`config.mk`:
```
export PLATFORM = sky130hd
export DESIGN_NAME = bcd_unpack
export DESIGN_NICKNAME = d
export VERILOG_FILES = /design/src/rtl/bcd_unpack.sv
export SDC_FILE = /design/constraint.sdc
export NUM_CORES = 1
export LEC_CHECK = 0
export CAP_MARGIN = 20
export CORE_UTILIZATION = 55
export CTS_CLUSTER_DIAMETER = 40
export DETAILED_ROUTE_END_ITERATION = 7
export PLACE_DENSITY_LB_ADDON = 0.08
export SYNTH_ARGS = -nofsm -noshare
export SYNTH_HDL_FRONTEND = slang
export SYNTH_SLANG_ARGS = --single-unit
```
`constraint.sdc`:
```
create_clock -name clock -period 1.79 [get_ports clock]
set_input_delay 0.358 -clock clock [delete_from_list [all_inputs] [get_ports clock]]
set_output_delay 0.358 -clock clock [all_outputs]
set_load 0.005 [all_outputs]
```
`src/rtl/bcd_unpack.sv`:
```
// bcd_unpack: 10-bit binary to three BCD display digits using a shift-and-add-3 loop, one bit per clock.
// Latency: 11 clocks from the accepting start edge to valid digits. done pulses for one cycle. One conversion per 12 clocks.
// Backpressure: none. start is ignored while busy. clear aborts the conversion and blanks the digits. Optional macro BCD_UNPACK_BLANK_LZ_EN.
module bcd_unpack (
  input  logic       clock,
  input  logic       reset_n,
  input  logic [9:0] value,
  input  logic       start,
  input  logic       clear,
  output logic [3:0] bcd1,
  output logic [3:0] bcd10,
  output logic [3:0] bcd100,
  output logic       busy,
  output logic       done,
  output logic       overflow
);

  localparam logic [3:0] DIG_BLANK = 4'b1010;
  localparam logic [3:0] DIG_ERR   = 4'b1111;

  typedef enum logic [1:0] {
    IDLE   = 2'd0,
    SHIFT  = 2'd1,
    FINISH = 2'd2
  } state_t;

  state_t      r_state;
  logic [9:0]  r_shift;
  logic [11:0] r_scratch;
  logic [3:0]  r_cnt;
  logic        r_ovf_pend;
  logic [3:0]  r_bcd1;
  logic [3:0]  r_bcd10;
  logic [3:0]  r_bcd100;
  logic        r_busy;
  logic        r_done;
  logic        r_overflow;

  logic [11:0] w_adj;
  logic [3:0]  w_dig1;
  logic [3:0]  w_dig10;
  logic [3:0]  w_dig100;

  // Add 3 to every scratch nibble that is 5 or more, ahead of the shift.
  always_comb begin
    w_adj = r_scratch;
    for (int k = 0; k < 3; k++) begin
      if (r_scratch[4*k +: 4] >= 4'd5) begin
        w_adj[4*k +: 4] = r_scratch[4*k +: 4] + 4'd3;
      end
    end
  end

  // Final display digits from the scratch register, with optional leading-zero blanking.
  always_comb begin
    w_dig1   = r_scratch[3:0];
    w_dig10  = r_scratch[7:4];
    w_dig100 = r_scratch[11:8];
`ifdef BCD_UNPACK_BLANK_LZ_EN
    if (r_scratch[11:8] == 4'd0) begin
      w_dig100 = DIG_BLANK;
      if (r_scratch[7:4] == 4'd0) begin
        w_dig10 = DIG_BLANK;
      end
    end
`else
    // All three digits are always shown as 0-9.
`endif
  end

  // Conversion FSM: clear has priority, then the IDLE/SHIFT/FINISH sequence.
  always_ff @(posedge clock or negedge reset_n) begin
    if (!reset_n) begin
      r_state    <= IDLE;
      r_shift    <= '0;
      r_scratch  <= '0;
      r_cnt      <= '0;
      r_ovf_pend <= 1'b0;
      r_bcd1     <= DIG_BLANK;
      r_bcd10    <= DIG_BLANK;
      r_bcd100   <= DIG_BLANK;
      r_busy     <= 1'b0;
      r_done     <= 1'b0;
      r_overflow <= 1'b0;
    end else if (clear) begin
      r_state    <= IDLE;
      r_busy     <= 1'b0;
      r_done     <= 1'b0;
      r_overflow <= 1'b0;
      r_bcd1     <= DIG_BLANK;
      r_bcd10    <= DIG_BLANK;
      r_bcd100   <= DIG_BLANK;
    end else begin
      r_done <= 1'b0;
      case (r_state)
        IDLE: begin
          if (start) begin
            r_shift    <= value;
            r_scratch  <= '0;
            r_cnt      <= '0;
            r_ovf_pend <= (value > 10'd999);
            r_busy     <= 1'b1;
            r_state    <= SHIFT;
          end
        end
        SHIFT: begin
          {r_scratch, r_shift} <= {w_adj[10:0], r_shift, 1'b0};
          r_cnt <= r_cnt + 4'd1;
          // The tenth shift is happening now, so the next cycle is FINISH.
          if (r_cnt == 4'd9) begin
            r_state <= FINISH;
          end
        end
        FINISH: begin
          if (r_ovf_pend) begin
            r_bcd1   <= DIG_ERR;
            r_bcd10  <= DIG_ERR;
            r_bcd100 <= DIG_ERR;
          end else begin
            r_bcd1   <= w_dig1;
            r_bcd10  <= w_dig10;
            r_bcd100 <= w_dig100;
          end
          r_overflow <= r_ovf_pend;
          r_done     <= 1'b1;
          r_busy     <= 1'b0;
          r_state    <= IDLE;
        end
        default: begin
          r_state <= IDLE;
          r_busy  <= 1'b0;
        end
      endcase
    end
  end

  assign bcd1     = r_bcd1;
  assign bcd10    = r_bcd10;
  assign bcd100   = r_bcd100;
  assign busy     = r_busy;
  assign done     = r_done;
  assign overflow = r_overflow;

endmodule

```
[Word level (Yosys, flattened, before mapping)]
Index checks and enable logic that the tools add are counted.
Storage, ports and cells
  output and inout port bits: 15
  input port bits: 14
  logic and storage cells: 63
  bits in registers: 44
Cells by class
  reduce and logical (&&, ||, !) cells: 7
  bitwise gates (word level): 1
  equal/unequal tests: 7
  order comparisons: 4
  add/subtract/negate cells: 4
  muxes and demuxes: 29
Operators with widths (number)
  $mux 4: 12
  $pmux 12 s2: 1
  $pmux 10 s2: 1
  $ge 4x3->1 const B: 3
  $mux 12: 1
  $gt 10x10->1 const B: 1
  $mux 10: 1
  $add 4x2->4 const B: 2
  $pmux 4 s2: 1
  $mux 1: 6
  $mux 2: 3
  $ne 3x3->1 const B: 2
  $reduce_and 3->1: 2
  $add 4x1->4 const B: 1
  $eq 4x4->1 const B: 1
  $ne 2x2->1 const B: 2
  $pmux 2 s2: 1
  $reduce_and 2->1: 2
  $reduce_bool 2->1: 2
  $add 3x2->3 const B: 1
  $mux 3: 1
  $eq 2x1->1 const B: 1
  $eq 2x2->1 const B: 1
  $logic_not 2->1: 1
  other kinds (2): 2

[Longest topological paths before layout]
Gate-level depths: netlist of the first run.
  depth in word-level cells: 4
  depth in mapped cells: 6
  gate-level depth less buffers: 5

[Least setup slack after synthesis of the first run]
No wires, ideal clock.
  path kind: input to register
  start: input port clear
  end: register r_ovf_pend
  data arrival time: 1417 ps
  buffers on the path: 2
  stages: 5
  setup slack: 245 ps
  required time: 1662 ps
  setup time: 128 ps
  cells stage by stage: buf_6 or2_0 buf_6 nor3b_4 mux2_1
Between the ends
  word-level cells in the longest chain between the ends: 2
RTL lines
  start, declared: RTL line 9  | input logic clear,
  $not 1->1 (no source line)
  $reduce_and 3->1 (no source line)
  end signal, assigned: RTL line 101  | r_ovf_pend <= (value > 10'd999);
  end, declared: RTL line 31  | logic r_ovf_pend;
No other way between the ends.
A chain may end at the register's enable or synchronous reset.

[Worst setup path in the final report of the first run]
  start: register r_bcd100[3] (netlist: bcd100[3])
  end: output port bcd100[3]
RTL lines
  start, declared: RTL line 34  | logic [3:0] r_bcd100;
  start signal, assigned: RTL line 122  | r_bcd100 <= w_dig100;
  end, declared: RTL line 12  | output logic [3:0] bcd100,
No word-level cell between the ends.

==> results_dict.tcl, run 1 <==
set metrics [dict create \
    vias 1761 \
    r2r-end "r_cnt[3]$_DFFE_PN0P_" \
    cp-end-kind "output pin" \
    r2r_start "r_state[1]$_DFFE_PN0P_" \
    hpwl_um 2970 \
    yosysSeqAreaShare 0.495 \
    numCtsBuffers 5 \
    required_ps 1430 \
    clock_skew_ps 6.46 \
    dieHeight_um 65.8 \
    synth_warnings 0 \
    path_clk_slew_ps 80 \
    slew_viol_final 0 \
    p_sw_mw 0.579 \
    cts_setup_buffers 0 \
    clockBufferDepth 2 \
    slowest_delay_ps 530 \
    cts_tree "done" \
    avgViaCountPerCell 5.66 \
    grt_use_total 0.240 \
    initial_core_util 0.594 \
    pre_cts_slack_ps -141 \
    dieArea_um2 4330 \
    ys_seq_elements 44 \
    grt_max_degree 45 \
    cp_slowest_cell "dfstp_2" \
    path_cells "clkdlybuf4s50_1" \
    design_area_um2 2720 \
    leakagePower_nw 1.15 \
    critPathTopFamily "flip-flops" \
    core_um2 3770 \
    layout_commonest_cell "dfrtp_1" \
    drc 0 \
    status "finished, final reports clean" \
    internal-power_mw 1.65 \
    wirelength_um 4320 \
    syn-cell-area_um2 2240 \
    final_cells 311 \
    worst_slack_ps 112 \
    hold_ws_ps 123 \
    areaGrowthSynthToFinish_pct 21.3 \
    clock_latency_ps 290 \
    drive_gt1_frac 0.122 \
    r2r_slack_ps 170 \
    first_global_vias 1731 \
    setup_viol 0 \
    synth_cell_type_count 34 \
    synth_fp_nets 250 \
    dp_cells 303 \
    drtIter0Drc 156 \
    period_needed_ps 1680 \
    ir_drop_mv 0.492 \
    fmax_mhz 596 \
    grt_overflow 0 \
    crit_buf_inv 1 \
    path_class "reg2out" \
    layout.nets 284 \
    io_pins 29 \
    fp.dieW_um 65.8 \
    worstHoldPathType "in2async" \
    routabilityCongestion 0.865 \
    max_slew_margin 0.636 \
    combinationalPowerShare 0.154 \
    maxCapViolCount 0 \
    num_rows 22 \
    cp-start-kind "register" \
    grt_pass1_wl_um 7870 \
    tightest_slew_ps 544 \
    io_buffers 28 \
    clkPwrFrac 0.330 \
    p_sw_frac 0.259 \
    seqPwrFrac 0.516 \
    final_cell_mix "dfrtp_1, o21ai_0, clkdlybuf4s50_1, nor2_1, nor3_1" \
    wire_per_inst_um 13.9 \
    antenna_cells 0 \
    drtAntennaViolNets 0 \
    fin_crit_sh 0.937 \
    root_buffer "clkbuf_8" \
    hold_viol 0 \
    cp_max_fo 2 \
    avgSynthCellArea_um2 9.82 \
    rr_worst_depth 3 \
    powerDensity_nw_per_um2 822 \
    clock_sinks 44 \
    dr.pass1.iters 4 \
    antenna_found_initial 0 \
    worstPathArrival_ps 1320 \
    post-route-util 0.720 \
    placed_cell_area_um2 2610 \
    cts.htree.levels 2 \
    syn_inst 228 \
    rsz0062_at_grt "false" \
]
-- worst register-to-register path, stage by stage, from the launching register on --
cell and delay [ps]:
dfrtp_1 460, or2_0 390, or4_4 570, a21oi_2 140
-- cell families after synthesis --
logic type,after synthesis,synth area share
xor gates and xnor gates,2,0.00782
muxes,10,0.0453
buffers and inverters,28,0.0553
DFF,44,0.495
and+or+nand+nor,64,0.146
adders and majority gates,8,0.0447
AOI/OAI and AO/OA,72,0.206
-- power by group through the flow --
stage          clock, mW  combinational, mW  sequential, mW
2_1_floorplan          0              0.227            1.15
3_3_place_gp           0              0.337            1.17
3_5_place_dp           0              0.346            1.17
4_1_cts            0.755              0.347            1.15
5_1_grt            0.797              0.400            1.16
6_report           0.736              0.344            1.15
-- sequential cells by signal (all words and copies together) (netlist names), 2 cells and up --
register   cells
bcd1           4
bcd10          4
bcd100         4
r_cnt          4
r_scratch     12
r_shift       10
r_state        2
-- how the worst max path moves through the flow --
stage,endpoint,slack [ps],cells past startpoint,from
5_1_grt,bcd100[3],70,1,bcd100[3]$_DFFE_PN1P_
6_report,bcd100[3],110,1,bcd100[3]$_DFFE_PN1P_
2_1_floorplan,r_ovf_pend$_DFFE_PN0P_,250,5,clear
4_1_cts,bcd100[3],100,1,bcd100[3]$_DFFE_PN1P_
3_5_place_dp,r_cnt[3]$_DFFE_PN0P_,-140,4,clear
3_3_place_gp,r_cnt[3]$_DFFE_PN0P_,-130,4,clear
-- synthesized netlist by cell type --
library cell  count  area, µm²
dfrtp_1          38        951
o21ai_0          35        175
nor2_1           20       75.1
nor3_1           18       90.1
inv_1            14       52.6
clkbuf_1          9       33.8
mux2i_1           9       90.1
ha_1              8        100
o21bai_1          7       52.6
dfstp_2           6        158
nand2_1           6       22.5
o2111ai_1         6       52.6
o211ai_1          6       45.0
nand2b_1          5       31.3
nor2b_1           5       31.3
nand3_1           4       20.0
o21a_1            4       30.0
o31ai_1           4       30.0
a211oi_1          3       22.5
buf_2             3       15.0
a21oi_1           2       10.0
a22o_1            2       17.5
buf_6             2       22.5
xnor2_1           2       17.5
a21o_1            1       7.51
a21oi_2           1       8.76
mux2_1            1       11.3
nand4_1           1       6.26
nor3b_1           1       7.51
nor3b_4           1       18.8
o2bb2ai_1         1       8.76
or2_0             1       6.26
or4_1             1       7.51
or4_4             1       11.3
-- layout make-up --
cell class | instances | area (µm²)
Clock buffer | 6 | 72.6
Clock inverter | 2 | 35.0
Fill cell | 323 | 1050
Inverter | 14 | 52.6
Multi-Input combinational cell | 156 | 1010
Sequential cell | 44 | 1110
Tap cell | 48 | 60.1
Timing Repair Buffer | 41 | 373
-- metrics by stage --
stage,power (mW),TNS (ps)
final,2.23,0
after global routing,2.36,0
after CTS,2.25,0
after detailed placement,1.51,-499
after global placement,1.50,-441
after floorplan,1.37,0
-- repair_timing --
item / CTS / global route
hold endpoints to repair: 0 / 0
resized for setup: 0 / 1
endpoints found under the setup margin: 0 / 3
hold buffers: 0 / 0
-- metal layers --
| metal | track usage | wire [µm] | part of all wire |
|---|---|---|---|
| met2 | 0.392 | 2010 | 0.47 |
| met1 | 0.321 | 2100 | 0.49 |
| met5 | 0 | 0 | 0 |
| met3 | 0.0517 | 155 | 0.036 |
| met4 | 0.0652 | 54 | 0.013 |
(Power assumes the default switching activity.)
==> run 2, diff against run 1 <==
--- a/config.mk
+++ b/config.mk
@@ -10,6 +10,7 @@
 export CTS_CLUSTER_DIAMETER = 40
 export DETAILED_ROUTE_END_ITERATION = 7
 export PLACE_DENSITY_LB_ADDON = 0.08
+export SLEW_MARGIN = 20
 export SYNTH_ARGS = -nofsm -noshare
 export SYNTH_HDL_FRONTEND = slang
 export SYNTH_SLANG_ARGS = --single-unit
==> results of run 2 <==
The final DEF is identical to that of run 1; final timing and power are the same.
==> patch 1: new RTL, settings of run 2 <==
Register the output `overflow` once more, cleared by the reset; this adds one clock of latency there. The other outputs are not delayed to match.
--- a/src/rtl/bcd_unpack.sv
+++ b/src/rtl/bcd_unpack.sv
@@ -140,5 +140,11 @@
   assign busy     = r_busy;
   assign done     = r_done;
-  assign overflow = r_overflow;
+  always_ff @(posedge clock or negedge reset_n) begin
+    if (!reset_n) begin
+      overflow <= '0;
+    end else begin
+      overflow <= r_overflow;
+    end
+  end
 
 endmodule
Function: same outputs for any inputs over 10 cycles, from zero or initial values and one cycle with reset_n low; that may be too few to reach the edited logic, so the function may still have changed.
==> patch 1 against run 2 <==
Power fell by 3.2%. Largest power group unchanged. Largest cell class unchanged. Fmax fell by 0.35%. Worst hold slack improved by 0.0081 ns. Area after synthesis rose by 1.1%. Routed wire length rose by 8.6%. Design area rose by 0.55%. Core utilization fell by 0.13 points. Non-clock buffer count rose by 1. Worst setup slack got worse by 0.0059 ns. First-iteration DRC count fell by 33%. Combinational power rose by 2%. Clock power fell by 14%. Sequential cell count rose by 1.
==> patch 1: results (changes against run 2) <==
[pwr]
ir_worst_vdd_v = 0.0006070  ; was 0.0004920 V
leakagePower_uw = 0.001165  ; was 0.001155 µW

[setup_path]
critPathTopFamily = flip-flops  ; unchanged
cpPeakStageDelay_ns = 0.55  ; was 0.53 ns
worstRegToRegCells = 4  ; was 3
crit_arrival_ns = 1.33

[placement]
placed_area_um2 = 2639  ; was 2606 µm²
gp_congestion = 0.8309  ; was 0.8650
hpwlAfterDp_mm = 3.152  ; was 2.966 mm
place_inst = 305  ; was 303

[layout]
layout.nets = 286  ; was 284
drive_gt1_frac = 0.1208  ; was 0.1217

[logic_synthesis]
synth_fa_ha_area_frac = 0.04420  ; was 0.04469
synth_area_leaders = dfrtp_1, o21ai_0, dfstp_2  ; unchanged
yosysSeqAreaShare = 0.5006  ; was 0.4950
yosys_warnings = 0  ; unchanged
synthTopCellsByCount = dfrtp_1, o21ai_0, nor2_1  ; unchanged
synth_nets = 251  ; was 250
async_flop_share = 1.000  ; unchanged
muxShareOfSynthArea = 0.04475  ; was 0.04525
synth.avg_cell_area_um2 = 9.889  ; was 9.823 µm²
synth-xor-area-share = 0.007735  ; was 0.007821
synth_compound_area_frac = 0.2033  ; was 0.2056

[detailed_routing]
postRouteWirelength_mm = 4.691  ; was 4.318 mm
post_drt_via_cell_ratio = 5.827  ; was 5.662
wl_met3_um = 149  ; was 155 µm
vias = 1824  ; was 1,761
m1WireLength_mm = 2.219  ; was 2.101 mm
first_iter_violations = 104  ; was 156
top_layer = met4  ; unchanged
wl_met2_mm = 2.275  ; was 2.008 mm

[cts]
h-tree-depth = 2  ; unchanged
cts-root-buf = clkbuf_8  ; unchanged
cts_buffer_depth = 2  ; unchanged

[global_route]
grt_usage = 0.2506  ; was 0.2400
grt_pass1_vias = 1851  ; was 1,731
grt_max_degree = 46  ; was 45
grt_pass1_wl_mm = 8.204  ; was 7.866 mm
antenna_found_initial = 0  ; unchanged

[run_status]
status = finished clean  ; unchanged

[sta]
hold_slack_ns = 0.1315  ; was 0.1234 ns
tightest_slew_ns = 0.5733  ; was 0.5442 ns
skew_ns = 0.01027  ; was 0.006464 ns

[patch 1: logic make-up after synthesis]
kind of cell | count (synthesis)
mux | 10
xor+xnor | 2
simple gates | 64
flops | 45
fa+ha+maj | 8
buf+inv | 28
compound gates | 72
[patch 1: stage by stage]
stage          setup WS (ns)    util
2_1_floorplan         0.2451       -
3_3_place_gp        -0.07249  0.6947
3_5_place_dp        -0.08804  0.6947
4_1_cts              0.09666  0.7184
5_1_grt              0.06535  0.7190
6_report              0.1063  0.7190
[patch 1: what timing repair did]
| action | in CTS | in global routing |
|---|---|---|
| setup endpoints to repair | 0 | 3 |
| resized for setup | 0 | 1 |
| hold buffers | 0 | 0 |
| endpoints found under the hold margin | 0 | 0 |
[patch 1: power by group]
group	total [µW]	switching [µW]	internal (µW)	leakage, µW
combinational	351	187	164	0.000533
clock	634	319	315	0.0000455
sequential	1180	74.7	1100	0.000587
[patch 1: cell type report]
| class | instances | area [µm²] |
|---|---|---|
| timing repair buffer | 42 | 380.4 |
| multi-input combinational | 156 | 1015 |
| tap | 48 | 60.06 |
| sequential | 45 | 1134 |
| fill | 294 | 1067 |
| clock buffer | 8 | 90.09 |
| inverter | 14 | 52.55 |
[patch 1: routing by layer]
metal  up-vias  global-route usage
li1        883                   -
met2        36              0.4196
met1       900              0.3243
met4         0             0.09309
met3         5             0.04310
met5         -                   0
[patch 1: path summary, 6_finish.rpt]
path / to / start
worst min-delay path: r_ovf_pend$_DFFE_PN0P_ / reset_n
worst min register to register: overflow$_DFF_PN0_ / r_overflow$_DFFE_PN0P_
max in group asynchronous: bcd1[3]$_DFFE_PN1P_ / reset_n
worst max-delay path: bcd10[3] / bcd10[3]$_DFFE_PN1P_
worst max register to register: r_cnt[2]$_DFFE_PN0P_ / r_state[1]$_DFFE_PN0P_
min in group clock: overflow$_DFF_PN0_ / r_overflow$_DFFE_PN0P_
==> patch 2: new RTL, config.mk and constraints of run 2 <==
Without the edit above. Add a define of `BCD_UNPACK_BLANK_LZ_EN`.
--- a/src/rtl/bcd_unpack.sv
+++ b/src/rtl/bcd_unpack.sv
@@ -2,4 +2,6 @@
 // Latency: 11 clocks from the accepting start edge to valid digits. done pulses for one cycle. One conversion per 12 clocks.
 // Backpressure: none. start is ignored while busy. clear aborts the conversion and blanks the digits. Optional macro BCD_UNPACK_BLANK_LZ_EN.
+`define BCD_UNPACK_BLANK_LZ_EN
+
 module bcd_unpack (
   input  logic       clock,
Check against the original RTL: same outputs for any inputs over 10 cycles, from zero or initial values and one cycle with reset_n low; that may be too few to reach the edited logic, so the function may still have changed.
==> patch 2 against run 2 <==
First-iteration DRC count shrank 62%. Design area shrank 3.9%. Power shrank 8.3%. Non-clock buffer count increased by 1. Area after synthesis is 5.2% lower. Routed wire length is 7.2% higher. Critical path depth stayed put. Register-to-register slack worse by 0.02 ns. Sequential cell count unchanged. Worst setup slack got worse by 0.011 ns. Sequential share of layout area is 1.7 points higher. Core utilization shrank 1.3 points. Largest power group unchanged. Die area fell by 5.0%.
==> patch 2: results (changes against run 2) <==
[run_status]
status = finished clean  ; unchanged

[setup_path]
critPathTopFamily = flip-flops  ; unchanged
crit_path_top_delay_cell = dfstp_2  ; unchanged
cpPeakStageDelay_ns = 0.53  ; about the same
rrSetupSlack_ns = 0.15  ; was 0.17 ns
r2r_start = r_scratch[8]$_DFFE_PN0P_  ; was r_state[1]$_DFFE_PN0P_
crit_arrival_ns = 1.33
worstRegToRegCells = 6  ; was 3
r2r_end = r_scratch[10]$_DFFE_PN0P_  ; was r_cnt[3]$_DFFE_PN0P_

[placement]
pre_cts_ws_ns = -0.1349  ; was -0.1414 ns
placed_area_um2 = 2504  ; was 2606 µm²
gp_congestion = 0.8223  ; was 0.8650
hpwlAfterDp_mm = 3.388  ; was 2.966 mm
place_inst = 291  ; was 303

[cts]
cts_buffer_depth = 2  ; unchanged
clkLatencyLatePin_ns = 0.29  ; about the same
cts_setup_buffers = 0  ; unchanged
cts-root-buf = clkbuf_8  ; unchanged

[sta]
skew_ns = 0.003008  ; was 0.006464 ns
tightest_slew_ns = 0.7347  ; was 0.5442 ns

[detailed_routing]
avgRoutedWirePerCell_um = 15.47  ; was 13.88 µm
dr.pass1.iters = 4  ; unchanged
first_iter_violations = 60  ; was 156
vias = 1675  ; was 1,761

[layout]
drive_gt1_frac = 0.1554  ; was 0.1217
fin_cells = 299  ; was 311
largestRegisters = r_scratch (12), r_shift (10)  ; unchanged
antenna_cells = 0  ; unchanged
layout.nets = 272  ; was 284
fillCellCount = 285  ; was 323

[logic_synthesis]
synth_nets = 233  ; was 250
synthDistinctLibCells = 37  ; was 34
yosysSeqAreaShare = 0.5221  ; was 0.4950
synth_area_leaders = dfrtp_1, dfstp_2, o21ai_0  ; was dfrtp_1, o21ai_0, dfstp_2
synthCells = 211  ; was 228
synthTopCellsByCount = dfrtp_1, nand2_1, o21ai_0  ; was dfrtp_1, o21ai_0, nor2_1

[global_route]
grt_pass1_wl_mm = 7.755  ; was 7.866 mm
antenna_found_initial = 0  ; unchanged
grt_pass1_vias = 1621  ; was 1,731
grt_usage = 0.2530  ; was 0.2400
grt_max_degree = 24  ; was 45

[pwr]
switching_share = 0.2567  ; was 0.2592
ir_worst_vdd_v = 0.0004971  ; was 0.0004920 V
leakagePower_uw = 0.001106  ; was 0.001155 µW

[hold_path]
hp-class = input port to asynchronous set/reset pin  ; unchanged

[patch 2: changes by cell type in the layout (fill, tap and decap cells not counted), sizes merged, moves of 5 or more]
cell     before  now
nand2         6   27
a21oi         3   17
o22ai         0   14
nor3         18    5
o21ai        35   26
mux2i         9    1
o21bai        7    0
nor2         20   15
nor2b         5    0
o2111ai       6    1
[patch 2: kinds of logic (layout without fill, tap and decap cells)]
group | after synthesis | after routing | share of synthesized area
buf+inv | 21 | 61 | 0.05362
mux | 4 | 4 | 0.02062
flops | 44 | 44 | 0.5221
compound gates | 70 | 70 | 0.1986
fa+ha+maj | 8 | 8 | 0.04714
simple gates | 58 | 58 | 0.1332
xor+xnor | 6 | 6 | 0.02475
[patch 2: final cells by class]
type,instances,area share
clock buffers,8,0.03452
multi-input cells,146,0.3514
well taps,48,0.02301
repair buffers,42,0.1505
flip-flops and latches,44,0.4247
inverters,11,0.01582
[patch 2: layer usage]
layer,part of all wire,wire length (µm),GRT usage,vias up
li1,-,-,-,822
met4,0.011,52,0.07500,0
met1,0.47,2173,0.3444,817
met5,0,0,0,-
met3,0.035,161,0.06607,5
met2,0.48,2239,0.3989,31
[patch 2: how the worst max path moves through the flow]
stage | start | to | slack [ns] | depth (start not counted)
floorplan | r_scratch[0]$_DFFE_PN0P_ | r_scratch[2]$_DFFE_PN0P_ | 0.24 | 6
global placement | start | r_ovf_pend$_DFFE_PN0P_ | -0.07 | 5
detailed placement | clear | r_ovf_pend$_DFFE_PN0P_ | -0.13 | 5
CTS | r_scratch[8]$_DFFE_PN0P_ | r_scratch[10]$_DFFE_PN0P_ | 0.09 | 6
global route | r_scratch[0]$_DFFE_PN0P_ | r_scratch[2]$_DFFE_PN0P_ | 0.005 | 6
finish | bcd100[3]$_DFFE_PN1P_ | bcd100[3] | 0.10 | 1
[patch 2: metrics by stage]
| step | hold WS (ns) | power [µW] | utilization | setup TNS (ns) |
|---|---|---|---|---|
| 2_1_floorplan | 0.06241 | 1315 | - | 0 |
| 3_3_place_gp | 0.3601 | 1424 | 0.6788 | -0.2447 |
| 3_5_place_dp | 0.3613 | 1439 | 0.6788 | -1.629 |
| 4_1_cts | 0.04187 | 2060 | 0.7032 | 0 |
| 5_1_grt | 0.05940 | 2143 | 0.7076 | 0 |
| 6_report | 0.03494 | 2046 | 0.7076 | 0 |
[patch 2: power groups by stage]
| stage | combinational (µW) | sequential (µW) | clock, µW |
|---|---|---|---|
| finish | 287 | 1140 | 623 |
| global route | 322 | 1150 | 673 |
| CTS | 287 | 1130 | 638 |
| detailed placement | 286 | 1150 | 0 |
| global placement | 274 | 1150 | 0 |
| floorplan | 184 | 1130 | 0 |
